**src/rtl/tsp_pkg.sv**
```systemverilog
// Shared constants and state encoding for the instruction fetch slice.
package tsp_pkg;

  localparam int OPCODE_MSB = 31;
  localparam int OPCODE_LSB = 24;

  localparam logic [7:0]  HALT_OPCODE   = 8'h01;
  localparam logic [31:0] INVALID_INSTR = 32'hFFFF_FFFF;

  typedef enum logic [2:0] {
    ST_IDLE,
    ST_FETCH,
    ST_DRAIN,
    ST_HALTED,
    ST_ERROR
  } fetch_state_e;

endpackage

```
**src/rtl/fetch_skid_buffer.sv**
```systemverilog
// Two-entry in-order buffer; an arriving word falls straight through to the
// output when the buffer is empty and the consumer is ready.
module fetch_skid_buffer #(
  parameter int WIDTH = 42
) (
  input  logic             clk,
  input  logic             rst,
  input  logic             i_flush,
  input  logic             i_in_valid,
  output logic             o_in_ready,
  input  logic [WIDTH-1:0] i_in_data,
  output logic             o_out_valid,
  input  logic             i_out_ready,
  output logic [WIDTH-1:0] o_out_data,
  output logic [1:0]       o_count
);

  logic [WIDTH-1:0] r_mem [2];
  logic             r_rd;
  logic             r_wr;
  logic [1:0]       r_count;

  logic w_empty;
  logic w_bypass;
  logic w_push;
  logic w_pop;

  assign w_empty     = (r_count == 2'd0);
  assign o_in_ready  = (r_count != 2'd2);
  assign o_out_valid = !w_empty || i_in_valid;
  assign o_count     = r_count;

  // Output data is zero whenever nothing is being presented.
  always_comb begin
    o_out_data = '0;
    if (!w_empty)
      o_out_data = r_mem[r_rd];
    else if (i_in_valid)
      o_out_data = i_in_data;
  end

  assign w_bypass = w_empty && i_in_valid && i_out_ready;
  assign w_push   = i_in_valid && o_in_ready && !w_bypass;
  assign w_pop    = !w_empty && i_out_ready;

  always_ff @(posedge clk) begin
    if (rst || i_flush) begin
      r_rd    <= 1'b0;
      r_wr    <= 1'b0;
      r_count <= 2'd0;
    end else begin
      if (w_push)
        r_wr <= ~r_wr;
      if (w_pop)
        r_rd <= ~r_rd;
      r_count <= r_count + {1'b0, w_push} - {1'b0, w_pop};
    end
  end

  always_ff @(posedge clk) begin
    if (w_push)
      r_mem[r_wr] <= i_in_data;
  end

endmodule

```
**src/rtl/instruction_fetch.sv**
```systemverilog
// Instruction fetch front end: issues sequential reads to a 1-cycle-latency
// instruction memory and hands tagged words downstream through a 2-entry buffer.
module instruction_fetch #(
  parameter int INSTR_WIDTH          = 32,
  parameter int INSTR_MEM_ADDR_WIDTH = 10
) (
  input  logic                            clk,
  input  logic                            rst,
  input  logic                            start,
  input  logic [INSTR_MEM_ADDR_WIDTH-1:0] start_pc,
  output logic [INSTR_MEM_ADDR_WIDTH-1:0] mem_addr,
  input  logic [INSTR_WIDTH-1:0]          mem_instr,
  input  logic                            redirect_valid,
  input  logic [INSTR_MEM_ADDR_WIDTH-1:0] redirect_pc,
  output logic                            instr_valid,
  input  logic                            instr_ready,
  output logic [INSTR_WIDTH-1:0]          instr_data,
  output logic [INSTR_MEM_ADDR_WIDTH-1:0] instr_pc,
  output logic                            busy,
  output logic                            halted,
  output logic                            error
);

  import tsp_pkg::*;

  localparam int AW      = INSTR_MEM_ADDR_WIDTH;
  localparam int ENTRY_W = INSTR_WIDTH + AW;

  fetch_state_e r_state;
  fetch_state_e w_next_state;

  logic [AW-1:0] r_pc;
  logic [AW-1:0] r_mem_addr;
  logic [AW-1:0] r_inflight_pc;
  logic          r_inflight;
  logic          r_err_pending;

  logic               w_start;
  logic               w_redirect;
  logic               w_flush;
  logic               w_issue;
  logic               w_ret_valid;
  logic               w_ret_halt;
  logic               w_ret_invalid;
  logic [1:0]         w_buf_count;
  logic [1:0]         w_occupancy;
  logic               w_buf_in_ready;
  logic               w_buf_in_valid;
  logic [ENTRY_W-1:0] w_buf_out_data;

  assign w_start    = start && (r_state == ST_IDLE || r_state == ST_HALTED ||
                                r_state == ST_ERROR);
  assign w_redirect = redirect_valid && (r_state == ST_FETCH || r_state == ST_DRAIN);
  assign w_flush    = w_start || w_redirect;

  // Only one read can be outstanding because memory latency is one cycle.
  assign w_occupancy = w_buf_count + {1'b0, r_inflight};
  assign w_issue     = (r_state == ST_FETCH) && !w_redirect && (w_occupancy < 2'd2);
  assign mem_addr    = w_issue ? r_pc : r_mem_addr;

  // Returns arriving outside FETCH belong to a discarded younger fetch.
  assign w_ret_valid    = r_inflight && (r_state == ST_FETCH);
  assign w_ret_halt     = (mem_instr[OPCODE_MSB:OPCODE_LSB] == HALT_OPCODE);
  assign w_ret_invalid  = (mem_instr == INVALID_INSTR);
  assign w_buf_in_valid = w_ret_valid && !w_ret_invalid && w_buf_in_ready;

  always_ff @(posedge clk) begin
    if (rst) begin
      r_state       <= ST_IDLE;
      r_pc          <= '0;
      r_mem_addr    <= '0;
      r_inflight_pc <= '0;
      r_inflight    <= 1'b0;
      r_err_pending <= 1'b0;
    end else begin
      r_state <= w_next_state;
      if (w_start) begin
        r_pc          <= start_pc;
        r_inflight    <= 1'b0;
        r_err_pending <= 1'b0;
      end else if (w_redirect) begin
        r_pc          <= redirect_pc;
        r_inflight    <= 1'b0;
        r_err_pending <= 1'b0;
      end else begin
        r_inflight <= w_issue;
        if (w_issue) begin
          r_pc          <= r_pc + AW'(1);
          r_mem_addr    <= r_pc;
          r_inflight_pc <= r_pc;
        end
        if (w_ret_valid && w_ret_invalid)
          r_err_pending <= 1'b1;
      end
    end
  end

  always_comb begin
    w_next_state = r_state;
    case (r_state)
      ST_IDLE, ST_HALTED, ST_ERROR: begin
        if (start)
          w_next_state = ST_FETCH;
      end
      ST_FETCH: begin
        if (redirect_valid)
          w_next_state = ST_FETCH;
        else if (w_ret_valid && (w_ret_halt || w_ret_invalid))
          w_next_state = ST_DRAIN;
      end
      ST_DRAIN: begin
        if (redirect_valid)
          w_next_state = ST_FETCH;
        else if (w_buf_count == 2'd0)
          w_next_state = r_err_pending ? ST_ERROR : ST_HALTED;
      end
      default: w_next_state = ST_IDLE;
    endcase
  end

  fetch_skid_buffer #(
    .WIDTH (ENTRY_W)
  ) u_buffer (
    .clk         (clk),
    .rst         (rst),
    .i_flush     (w_flush),
    .i_in_valid  (w_buf_in_valid),
    .o_in_ready  (w_buf_in_ready),
    .i_in_data   ({r_inflight_pc, mem_instr}),
    .o_out_valid (instr_valid),
    .i_out_ready (instr_ready),
    .o_out_data  (w_buf_out_data),
    .o_count     (w_buf_count)
  );

  assign instr_pc   = w_buf_out_data[ENTRY_W-1:INSTR_WIDTH];
  assign instr_data = w_buf_out_data[INSTR_WIDTH-1:0];

  assign busy   = (r_state == ST_FETCH) || (r_state == ST_DRAIN);
  assign halted = (r_state == ST_HALTED);
  assign error  = (r_state == ST_ERROR);

endmodule

```
**config.mk**
```make
export PLATFORM = sky130hd
export DESIGN_NAME = instruction_fetch
export DESIGN_NICKNAME = d
export VERILOG_FILES = /design/src/rtl/tsp_pkg.sv /design/src/rtl/fetch_skid_buffer.sv /design/src/rtl/instruction_fetch.sv
export SDC_FILE = /design/constraint.sdc
export NUM_CORES = 1
export LEC_CHECK = 0
export CAP_MARGIN = 20
export CORE_UTILIZATION = 40
export DETAILED_ROUTE_END_ITERATION = 8
export GPL_ROUTABILITY_DRIVEN = 0
export PLACE_DENSITY = 0.67
export SLEW_MARGIN = 20
export SYNTH_ARGS = -nofsm -noshare
export SYNTH_HDL_FRONTEND = slang
export SYNTH_SLANG_ARGS = --single-unit
```
**constraint.sdc**
```tcl
create_clock -name clk -period 5.14 [get_ports clk]
set_input_delay 1.028 -clock clk [delete_from_list [all_inputs] [get_ports clk]]
set_output_delay 1.028 -clock clk [all_outputs]
set_load 0.005 [all_outputs]
```
# Yosys cells after proc, flatten, opt, wreduce, memory -nomap -nowiden

Memories as Yosys holds them, arrays and structs flattened. A register that Yosys moved wholly into a read port is not among the register bits.
Cells that the tools add are included.

Mux-type cells: 17
Bitwise gates (word level): 4
Magnitude comparators: 1
Add/subtract/negate cells: 4
Reductions and logical operators: 33
Equal/unequal tests: 10

Operators with widths:

| operator                                       | number |
|---|---|
| two-way mux 42 bit                             | 2 |
| two-way mux 10 bit                             | 4 |
| == test 32 bit (second input constant)         | 1 |
| two-way mux 3 bit                              | 6 |
| logical AND 1 bit                              | 14 |
| adder 10 x 1 -> 10 bit (second input constant) | 1 |
| one-hot mux 3 bit (3 select lines)             | 1 |
| == test 8 x 1 -> 1 bit (second input constant) | 1 |
| logical OR 1 bit                               | 7 |
| == test 3 x 2 -> 1 bit (second input constant) | 2 |
| != test 3 x 2 -> 1 bit (second input constant) | 2 |
| AND reduction 3 bit                            | 2 |
| OR reduction 3 bit                             | 2 |
| adder 2 x 1 -> 2 bit                           | 2 |
| zero test 1 bit                                | 4 |
| two-way mux 1 bit                              | 4 |
| != test 2 bit (second input constant)          | 2 |
| inverter 1 bit                                 | 4 |
| == test 3 x 1 -> 1 bit (second input constant) | 1 |
| == test 3 bit (second input constant)          | 1 |
| zero test 3 bit                                | 1 |
| nonzero test 3 bit                             | 1 |
| zero test 2 bit                                | 1 |
| < comparator 2 bit (second input constant)     | 1 |
| 2 further kinds                                | 2 |

Logic and storage cells: 79
Memory bits (writable): 84
Memories: 1
Output and inout bits: 56
Flip-flop bits (word level): 39
Input bits: 57

Memories:

| name           | depth | bits a word | rd ports | clocked after memory_dff | write ports | line                    | RTL |
|---|---|---|---|---|---|---|---|
| u_buffer.r_mem | 2     | 42          | 1        | 1                        | 1           | fetch_skid_buffer.sv:18 | `logic [WIDTH-1:0] r_mem [2];` |

# Logic depth before layout (Yosys ltp)

Depth after elaboration: 10
Mapped depth: 8
Gate-level depth less buffers: 8

# Hierarchy

From an unflattened synthesis, not the netlist that was laid out.

Cells, all modules: 481
Area, all modules: 6129.6 um2

By module, submodules not included:

| module            | cells each | seq. area each (um2) | times used | area an instance (um2) |
|---|---|---|---|---|
| fetch_skid_buffer | 258        | 2622.5               | 1          | 4132.7 |
| instruction_fetch | 223        | 700.7                | 1          | 1996.9 |

# Worst setup path before layout

OpenSTA, ideal clock, no wires.

Kind: in2reg
From: input mem_instr[14]
To: memory u_buffer.r_mem[0][0], enable pin
Arrival time: 4506 ps
Buffers on the path: 1
Setup slack: 140 ps
Stages: 6
Required time: 4646 ps
Setup time: 494 ps
Path through: nand4_1 nor4_1 nand2_1 nand2_1 buf_4 nor3_1

Cells in the longest elaborated chain, start to end: 10
Elaborated cells on any way between the ends: 11
Classes of those cells: eq/ne (1); mux (2); reduce/logical (8)

Ends and longest elaborated chain:

| what                                      | line                    | RTL |
|---|---|---|
| from (decl)                               | instruction_fetch.sv:12 | `input logic [INSTR_WIDTH-1:0] mem_instr,` |
| == test 32 bit *                          | instruction_fetch.sv:64 | `assign w_ret_invalid = (mem_instr == INVALID_INSTR);` |
| zero test 1 bit *                         | instruction_fetch.sv:65 | `assign w_buf_in_valid = w_ret_valid && !w_ret_invalid && w_buf_in_ready;` |
| logical AND 1 bit * (2 in a row)          | instruction_fetch.sv:65 |  |
| logical AND 1 bit (2 in a row)            | fetch_skid_buffer.sv:42 | `assign w_bypass = w_empty && i_in_valid && i_out_ready;` |
| zero test 1 bit                           | fetch_skid_buffer.sv:43 | `assign w_push = i_in_valid && o_in_ready && !w_bypass;` |
| logical AND 1 bit *                       | fetch_skid_buffer.sv:43 |  |
| two-way mux 1 bit *                       | fetch_skid_buffer.sv:61 | `if (w_push)` |
| two-way mux 1 bit (implied by the code) * | fetch_skid_buffer.sv:62 | `r_mem[r_wr] <= i_in_data;` |
| to (decl)                                 | fetch_skid_buffer.sv:18 |  |

Every way passes the cells marked *; elsewhere a longest branch is shown, timed or not.

# Worst setup path in the final report

From: input mem_instr[31]
To: output instr_data[0]

Cells in the longest elaborated chain, start to end: 6

Ends and longest elaborated chain:

| what                           | line                    | RTL |
|---|---|---|
| == test 32 bit                 | instruction_fetch.sv:64 |  |
| zero test 1 bit                | instruction_fetch.sv:65 |  |
| logical AND 1 bit (2 in a row) | instruction_fetch.sv:65 |  |
| two-way mux 42 bit             | fetch_skid_buffer.sv:38 | `else if (i_in_valid)` |
| two-way mux 42 bit             | fetch_skid_buffer.sv:36 | `if (!w_empty)` |
| to (decl)                      | instruction_fetch.sv:17 | `output logic [INSTR_WIDTH-1:0] instr_data,` |

No other way between the ends.

==> impl_metrics.ini <==
[outcome]
outcome = finished clean

[synth]
yosys.area.top_type_share_pct = 46.1
synth.area.mux_share_pct = 8.04
async_reset_ff_share_pct = 0
yosys_warnings = 0
yosys.area_share.simple_pct = 13.6
synthesis.area_mm2 = 0.00548
yosys-top-cells-area = edfxtp_1 (46%), dfxtp_1 (15%), mux2i_1 (8.0%)
avgSynthCellArea_um2 = 11.4
yosys.area.top_type = edfxtp_1
synth_flop_cell = edfxtp_1
synth-adder-area-share_pct = 0.685
ys_top_cells_by_count = nand2_1 (98), edfxtp_1 (84), o22ai_1 (45), mux2i_1 (44), dfxtp_1 (40)
synth-compound-area-share_pct = 12.0
synth-xor-area-share_pct = 1.76
postSynthCellCount = 480
synth_top_family_by_area = simple AND/OR/NAND/NOR gates
yosysSeqAreaShare_pct = 60.7
synth_edf_count = 84
ys_ff_latch = 124
ys_types = 45
synth_fp_nets = 540
post-synth-top-count-cell = nand2_1

[clock_tree]
cts-root-buf = clkbuf_16
insertion_delay_ps = 410
cts_buffer_depth = 2
ctsResizeCount = 0
numCtsBuffers = 17
htree_levels = 4
path_clk_slew_ps = 50
cts.sinks = 124
cts_tree = done
cts_hold_buf = 0
post_cts_buffers = 0

[cells_and_area]
syn_to_final_growth_pct = 33.6
drive_above_1_share_pct = 8.33
fillers = 1125
layout.nets = 647
design_area_mm2 = 0.00732
antennaDiodeCount = 0

[sta]
finalSetupTns_ps = 0
relSlewSlack_pct = 31.5
setup_viol = 0
post-route-min-period_ps = 4530
period_share_pct = 88.1
maxSlewViolCount = 0
fin_skew_ps = 6.92
setup_ws_ps = 611
hold_ws_ps = 462
rsz0062_at_grt = no
hold_viol_final = 0
max_freq_mhz = 221
tightestPinTransition_ps = 1020

[drt]
viasPerCell = 5.25
wl_um = 12500
routedWlPerCell_um = 16.0
num_vias = 4073
drtAntennaViolNets = 0
firstDrtPassIters = 5
drcViolationCount = 0
drt-initial-drc-count = 292

[die]
fp.dieW_um = 119
boundaryPins = 113
fp.coreArea_mm2 = 0.0133
initial_core_util_pct = 41.2
die-area_mm2 = 0.0142
die_h_um = 119
core.rowCount = 42

[power]
p_leak_nw = 2.51
power_density_mw_per_mm2 = 400
peakVddDrop_mv = 0.215
total_power_w = 0.00293

[global_routing]
grt_max_degree = 47
grt_pass1_wl_um = 20000
grtUsageTotal_pct = 18.3
grt_overflow = 0
grt_pass1_vias = 3935
antenna_found_initial = 0

[setup_path]
criticalPathCategory = in2out
arrival_ps = 3500
worst_setup_path_end_kind = output pin
crit_path_start_kind = primary input
crit_fanout = 44
required_ps = 4110
reg2reg_slack_ps = 2950

[placed_design]
pre_cts_slack_ps = 618
place_hpwl_um = 8360
place_area_mm2 = 0.00674
port_buffers = 112

[job]
drv_cap = 0

[hold_path]
min_path_type = reg2reg
cell type report:
class,count,area (um^2),share of cell area (%)
Sequential cell,124,3320,45.4
Clock inverter,11,116,1.59
Clock buffer,21,460,6.29
Multi-Input combinational cell,320,1990,27.2
Inverter,5,18.8,0.257
Tap cell,176,220,3.01
Timing Repair Buffer,119,1190,16.2
path summary, 6_finish.rpt:
kind,from,endpoint,cells after the start
setup / recovery,mem_instr[31],instr_data[0],8
hold / removal,r_mem_addr[6],r_mem_addr[6],2
setup reg to reg,r_state[0],u_buffer.r_mem[1][35],3
hold reg to reg,r_mem_addr[6],r_mem_addr[6],2
critical path: stages:
cell and delay (ps):
clkdlybuf4s50_1 630, nand4_1 150, nor4_1 500, nand2_1 180
nand2_1 150, buf_12 230, o22ai_1 120, clkdlybuf4s50_1 500
layer usage:
metal	vias up	wire, um	share of wire [%]	track usage (%)
met3	14	724	5.8	4.84
met5	-	0	0	0
met4	0	130	1.0	5.93
li1	2004	-	-	-
met2	134	5940	48	29.8
met1	1921	5660	45	23.6
cells by family after synthesis:
logic type,after synthesis
mux,44
flops,124
xor+xnor,11
buf+inv,36
compound gates,101
simple gates,161
fa+ha+maj,3
cell usage in the layout (no fill, tap or decap), drive strengths merged, types with 5 or more instances in the layout:
master and count:
mux2i 44, a21oi 28, xnor2 6, edfxtp 84, nand3 9, buf 7
clkdlybuf4s50 112, nand4 9, xor2 5, o21ai 6, nor3 8, o221ai 6
nor2 18, inv 8, o22ai 45, clkbuf 21, clkinv 5, nand2 98
dfxtp 40, o21a 6
state kept, by name, summed over array words and instances (netlist names), named ones only:
name              count
r_inflight_pc        10
u_buffer.o_count      2
u_buffer.r_mem       84
r_pc                 10
r_inflight            1
r_err_pending         1
r_mem_addr           10
r_state               3
u_buffer.r_rd         1
u_buffer.r_wr         1
stage by stage:
step / cells / util (%)
3_5_place_dp: 744 / 50.7
3_3_place_gp: 744 / 50.7
5_1_grt: 776 / 55.0
6_report: 776 / 55.0
4_1_cts: 776 / 55.0
2_1_floorplan: 480 / -
report_power, final:
part	leakage [nW]	internal (W)	switching, W
clock	0.286	0.000736	0.000415
sequential	1.09	0.00114	0.0000913
combinational	1.13	0.000263	0.000281
(Power assumes the default switching activity.)
